## config.mk

```make
export PLATFORM = sky130hd
export DESIGN_NAME = priority_dec_v
export DESIGN_NICKNAME = d
export VERILOG_FILES = /design/src/rtl/priority_dec_v_pkg.sv /design/src/rtl/dec_onehot_v.sv /design/src/rtl/priority_dec_v.sv
export SDC_FILE = /design/constraint.sdc
export NUM_CORES = 1
export LEC_CHECK = 0
export CAP_MARGIN = 20
export CORE_MARGIN = 3
export CORE_UTILIZATION = 45
export CTS_CLUSTER_DIAMETER = 150
export DETAILED_ROUTE_END_ITERATION = 16
export PLACE_DENSITY = 0.72
export SLEW_MARGIN = 20
export SYNTH_ARGS = -nofsm -noshare
export SYNTH_HDL_FRONTEND = slang
export SYNTH_HIERARCHICAL = 1
export SYNTH_SLANG_ARGS = --single-unit
export TNS_END_PERCENT = 30
```

## constraint.sdc

```tcl
create_clock -name i_clk -period 3.1 [get_ports i_clk]
set_input_delay 0.465 -clock i_clk [delete_from_list [all_inputs] [get_ports i_clk]]
set_output_delay 0.465 -clock i_clk [all_outputs]
set_load 0.01 [all_outputs]
```

## src/rtl/priority_dec_v_pkg.sv

```systemverilog
// Shared definitions for the one-hot drive sequencer: state encoding and
// counter sizing.
package priority_dec_v_pkg;

    typedef enum logic [1:0] {
        ST_IDLE  = 2'd0,
        ST_DRIVE = 2'd1,
        ST_GAP   = 2'd2
    } state_t;

    // Wide enough to hold the larger of the two reload values.
    function automatic int cnt_width(input int hold, input int gap);
        int longest;
        longest = (hold > gap) ? hold : gap;
        return $clog2(longest + 1);
    endfunction

endpackage

```

## src/rtl/dec_onehot_v.sv

```systemverilog
// Combinational code-to-one-hot decoder; in_range is low (and onehot all-zero)
// for codes that have no corresponding output bit.
module dec_onehot_v #(
    parameter int N_OUT  = 4,
    parameter int W_CODE = 2
) (
    input  logic [W_CODE-1:0] code,
    output logic [N_OUT-1:0]  onehot,
    output logic              in_range
);

    for (genvar gi = 0; gi < N_OUT; gi++) begin : g_bit
        assign onehot[gi] = (code == W_CODE'(gi));
    end

    assign in_range = |onehot;

endmodule

```

## src/rtl/priority_dec_v.sv

```systemverilog
// Drives one-hot patterns for HOLD cycles each from codes accepted over a
// valid/ready handshake, with a GAP-cycle all-zero break and one pending slot.
module priority_dec_v
    import priority_dec_v_pkg::*;
#(
    parameter int N_OUT = 4,
    parameter int HOLD  = 3,
    parameter int GAP   = 1
) (
    input  logic                       i_clk,
    input  logic                       i_rst_n,
    input  logic                       i_valid,
    output logic                       o_ready,
    input  logic [$clog2(N_OUT)-1:0]   i_code,
    output logic [N_OUT-1:0]           o_onehot,
    output logic                       o_active,
    output logic                       o_err
);

    localparam int W_CODE = $clog2(N_OUT);
    localparam int CW     = cnt_width(HOLD, GAP);
    localparam logic [CW-1:0] HOLD_LOAD = CW'(HOLD - 1);
    localparam logic [CW-1:0] GAP_LOAD  = CW'((GAP > 0) ? GAP - 1 : 0);
    localparam logic [CW-1:0] CNT_ONE   = CW'(1);

    state_t              state_reg, state_next;
    logic [W_CODE-1:0]   drive_code_reg, drive_code_next;
    logic                buf_valid_reg, buf_valid_next;
    logic [W_CODE-1:0]   buf_code_reg, buf_code_next;
    logic [CW-1:0]       cnt_reg, cnt_next;
    logic                ready_reg, ready_next;
    logic [N_OUT-1:0]    onehot_reg, onehot_next;
    logic                active_reg, active_next;
    logic                err_reg, err_next;

    logic                accept, take, code_legal;
    logic [W_CODE-1:0]   pend_code;
    logic [N_OUT-1:0]    drive_dec;
    logic [N_OUT-1:0]    unused_chk_onehot;
    logic                unused_out_in_range;

    dec_onehot_v #(.N_OUT(N_OUT), .W_CODE(W_CODE)) u_chk (
        .code     (i_code),
        .onehot   (unused_chk_onehot),
        .in_range (code_legal)
    );

    dec_onehot_v #(.N_OUT(N_OUT), .W_CODE(W_CODE)) u_out (
        .code     (drive_code_next),
        .onehot   (drive_dec),
        .in_range (unused_out_in_range)
    );

    always_comb begin
        accept          = i_valid && ready_reg;
        take            = accept && code_legal;
        state_next      = state_reg;
        drive_code_next = drive_code_reg;
        buf_valid_next  = buf_valid_reg;
        buf_code_next   = buf_code_reg;
        cnt_next        = cnt_reg;
        pend_code       = buf_valid_reg ? buf_code_reg : i_code;

        case (state_reg)
            ST_IDLE: begin
                if (take) begin
                    state_next      = ST_DRIVE;
                    drive_code_next = i_code;
                    cnt_next        = HOLD_LOAD;
                end
            end
            ST_DRIVE: begin
                if (cnt_reg != '0) begin
                    cnt_next = cnt_reg - CNT_ONE;
                    if (take) begin
                        buf_valid_next = 1'b1;
                        buf_code_next  = i_code;
                    end
                end else if (buf_valid_reg || take) begin
                    // A code arriving on the final edge counts as pending.
                    if (GAP > 0) begin
                        state_next     = ST_GAP;
                        cnt_next       = GAP_LOAD;
                        buf_valid_next = 1'b1;
                        buf_code_next  = pend_code;
                    end else begin
                        state_next      = ST_DRIVE;
                        drive_code_next = pend_code;
                        cnt_next        = HOLD_LOAD;
                        buf_valid_next  = 1'b0;
                    end
                end else begin
                    state_next = ST_IDLE;
                    cnt_next   = '0;
                end
            end
            ST_GAP: begin
                if (cnt_reg != '0) begin
                    cnt_next = cnt_reg - CNT_ONE;
                end else begin
                    state_next      = ST_DRIVE;
                    drive_code_next = buf_code_reg;
                    cnt_next        = HOLD_LOAD;
                    buf_valid_next  = take;
                    buf_code_next   = take ? i_code : buf_code_reg;
                end
            end
            default: begin
                state_next = ST_IDLE;
                cnt_next   = '0;
            end
        endcase

        ready_next  = (state_next == ST_IDLE) || !buf_valid_next;
        onehot_next = (state_next == ST_DRIVE) ? drive_dec : '0;
        active_next = |onehot_next;
        err_next    = accept && !code_legal;
    end

    always_ff @(posedge i_clk or negedge i_rst_n) begin
        if (!i_rst_n) begin
            state_reg      <= ST_IDLE;
            drive_code_reg <= '0;
            buf_valid_reg  <= 1'b0;
            buf_code_reg   <= '0;
            cnt_reg        <= '0;
            ready_reg      <= 1'b0;
            onehot_reg     <= '0;
            active_reg     <= 1'b0;
            err_reg        <= 1'b0;
        end else begin
            state_reg      <= state_next;
            drive_code_reg <= drive_code_next;
            buf_valid_reg  <= buf_valid_next;
            buf_code_reg   <= buf_code_next;
            cnt_reg        <= cnt_next;
            ready_reg      <= ready_next;
            onehot_reg     <= onehot_next;
            active_reg     <= active_next;
            err_reg        <= err_next;
        end
    end

    assign o_ready  = ready_reg;
    assign o_onehot = onehot_reg;
    assign o_active = active_reg;
    assign o_err    = err_reg;

endmodule

```

==> impl_results.md <==
- Vias in the first global route: 654
- Die area: 2550 um^2
- RSZ-0062 raised after global routing: false
- Hold Path Class: reg -> reg
- Post-Route WL: 1.56 mm
- First DRT Iteration DRCs: 11
- Worst EP arrival: 2.54 ns
- GRT Overall Usage: 15.1%
- Worst vdd ir: 0.453 mV
- DR DRC count: 0
- Leak: 0.493 nW
- Final min period: 2.37 ns
- Worst Path Max Fanout: 8
- MaxCap Viol Count: 0
- Routed Antenna Nets: 0
- Dpl cells: 119
- Setup crit start kind: input pin
- Root Driver: clkbuf_4
- Worst-Margin Slew: 0.702 ns
- Die Wd: 50.5 um
- Post-CTS Hold Fix Bufs: 0
- Post_cts resized: 0
- Die Span Y: 50.5 um
- Via density: 5.25
- Final hold violation count: 0
- Clock Path Buffers: 2
- Layout overhead on the synthesized area: 17.8%
- Gr ovfl total: 0
- Core footprint: 1800 um^2
- WL/cell: 12.7 um
- Seq pwr share: 34.4%
- Power per Cell Area: 913 nW/um^2
- Clock power frac: 14.0%
- H-tree depth: 1
- Row count: 15
- Via count: 646
- Most common cell after layout, fill and taps aside: dfrtp_1
- Sum Neg Setup Slack: 0 ns
- Relative slew slack: 53.1%
- # setup viols final: 0
- Num CTS Buffers: 3
- Switch share: 38.9%
- Synthesized instance count: 85
- Fin crit share: 76.4%
- Fmax: 0.422 GHz
- # diodes: 0
- Post-Layout Cell Count: 123
- IO Port Bufs: 11
- Largest net degree at the start of global routing: 17
- Outcome: completed
- TritonRoute pass-1 iters: 4
- First-pass GRT wire length: 2.88 mm
- Max reg flops: 4
- Number of synthesis warnings: 6
- TritonCTS clock tree: done
- Worst skew pair latency: 0.28 ns
- Synth Net Count: 97
- Clock skew: 0.00115 ns
- Net Switching: 0.000373 W
- Post-CTS setup buffer count: 0
- Final Wtd Congestion: 0.846
- # clock sinks: 16
- P_int: 0.000586 W
- Reg clk slew, reported paths: 0.09 ns
- Critical path class: in -> reg
- Dpl hpwl: 1.22 mm
- CP required: 3.27 ns
- Nets: 111
- Initial antenna violation count: 0
- Final Cell Area: 1050 um^2
- Most frequent cells in the layout: 16 x dfrtp_1, 11 x clkdlybuf4s50_1, 8 x inv_1
- Mapped Avg Cell Area: 10.5 um^2
- Starting Density: 49.4%
- Logic pwr share: 51.6%
- Placed instance area: 1010 um^2
- Slew Viols, Final: 0
- Crit. End Element: flip-flop
- # IOs: 12
- Share of layout cells above drive strength 1: 15.3%
- Synth Cell Area: 891 um^2
critical path, stage by stage:
cell,delay (ns)
clkdlybuf4s50_1,0.47
and3_1,0.36
nor2b_2,0.11
o21bai_1,0.19
a221o_1,0.36
and2_2,0.22
nor4_1,0.31
nor3_2,0.06
layout make-up:
| type | instances | area, um^2 |
|---|---|---|
| fillers | 160 | 752 |
| multi-input cells | 59 | 442 |
| flip-flops and latches | 16 | 400 |
| repair buffers | 11 | 110 |
| clock buffers | 4 | 36.3 |
| well taps | 25 | 31.3 |
| inverters | 8 | 30.0 |
stage by stage:
stage	setup slack (ns)	utilization, %	hold slack (ns)	total power [W]
6_report	0.732	58.3	0.522	0.000959
5_1_grt	0.627	58.3	0.547	0.00104
4_1_cts	0.727	58.3	0.528	0.000970
3_5_place_dp	0.423	56.3	0.506	0.000830
3_3_place_gp	0.472	56.3	0.501	0.000818
2_1_floorplan	1.05	-	0.169	0.000689
path summary, 6_finish.rpt:
kind,from,to,slack (ns),cells past startpoint
setup / recovery,i_valid,o_active,0.73,8
hold / removal,buf_code_reg[1],buf_code_reg[1],0.52,1
setup reg to reg,state_reg[1],o_active,0.86,8
hold reg to reg,buf_code_reg[1],buf_code_reg[1],0.52,1
max in group asynchronous,i_rst_n,o_ready,2.06,1
min in group asynchronous,i_rst_n,buf_valid_reg,0.59,1
power groups by stage:
stage / logic [W] / clock network, W / registers [W]
after floorplan: 0.000349 / 0 / 0.000341
after global placement: 0.000486 / 0 / 0.000332
after detailed placement: 0.000495 / 0 / 0.000334
after CTS: 0.000498 / 0.000143 / 0.000329
after global routing: 0.000553 / 0.000152 / 0.000339
final: 0.000495 / 0.000135 / 0.000330
routing by layer:
layer  GRT usage, %  routed length [um]  share of wire, %
met1           19.7                 742                48
met2           22.6                 715                46
met3           3.26                  61               3.9
met4           9.42                  40               2.6
met5              0                   0                 0
No activity file was read; power rests on OpenSTA's default activity.
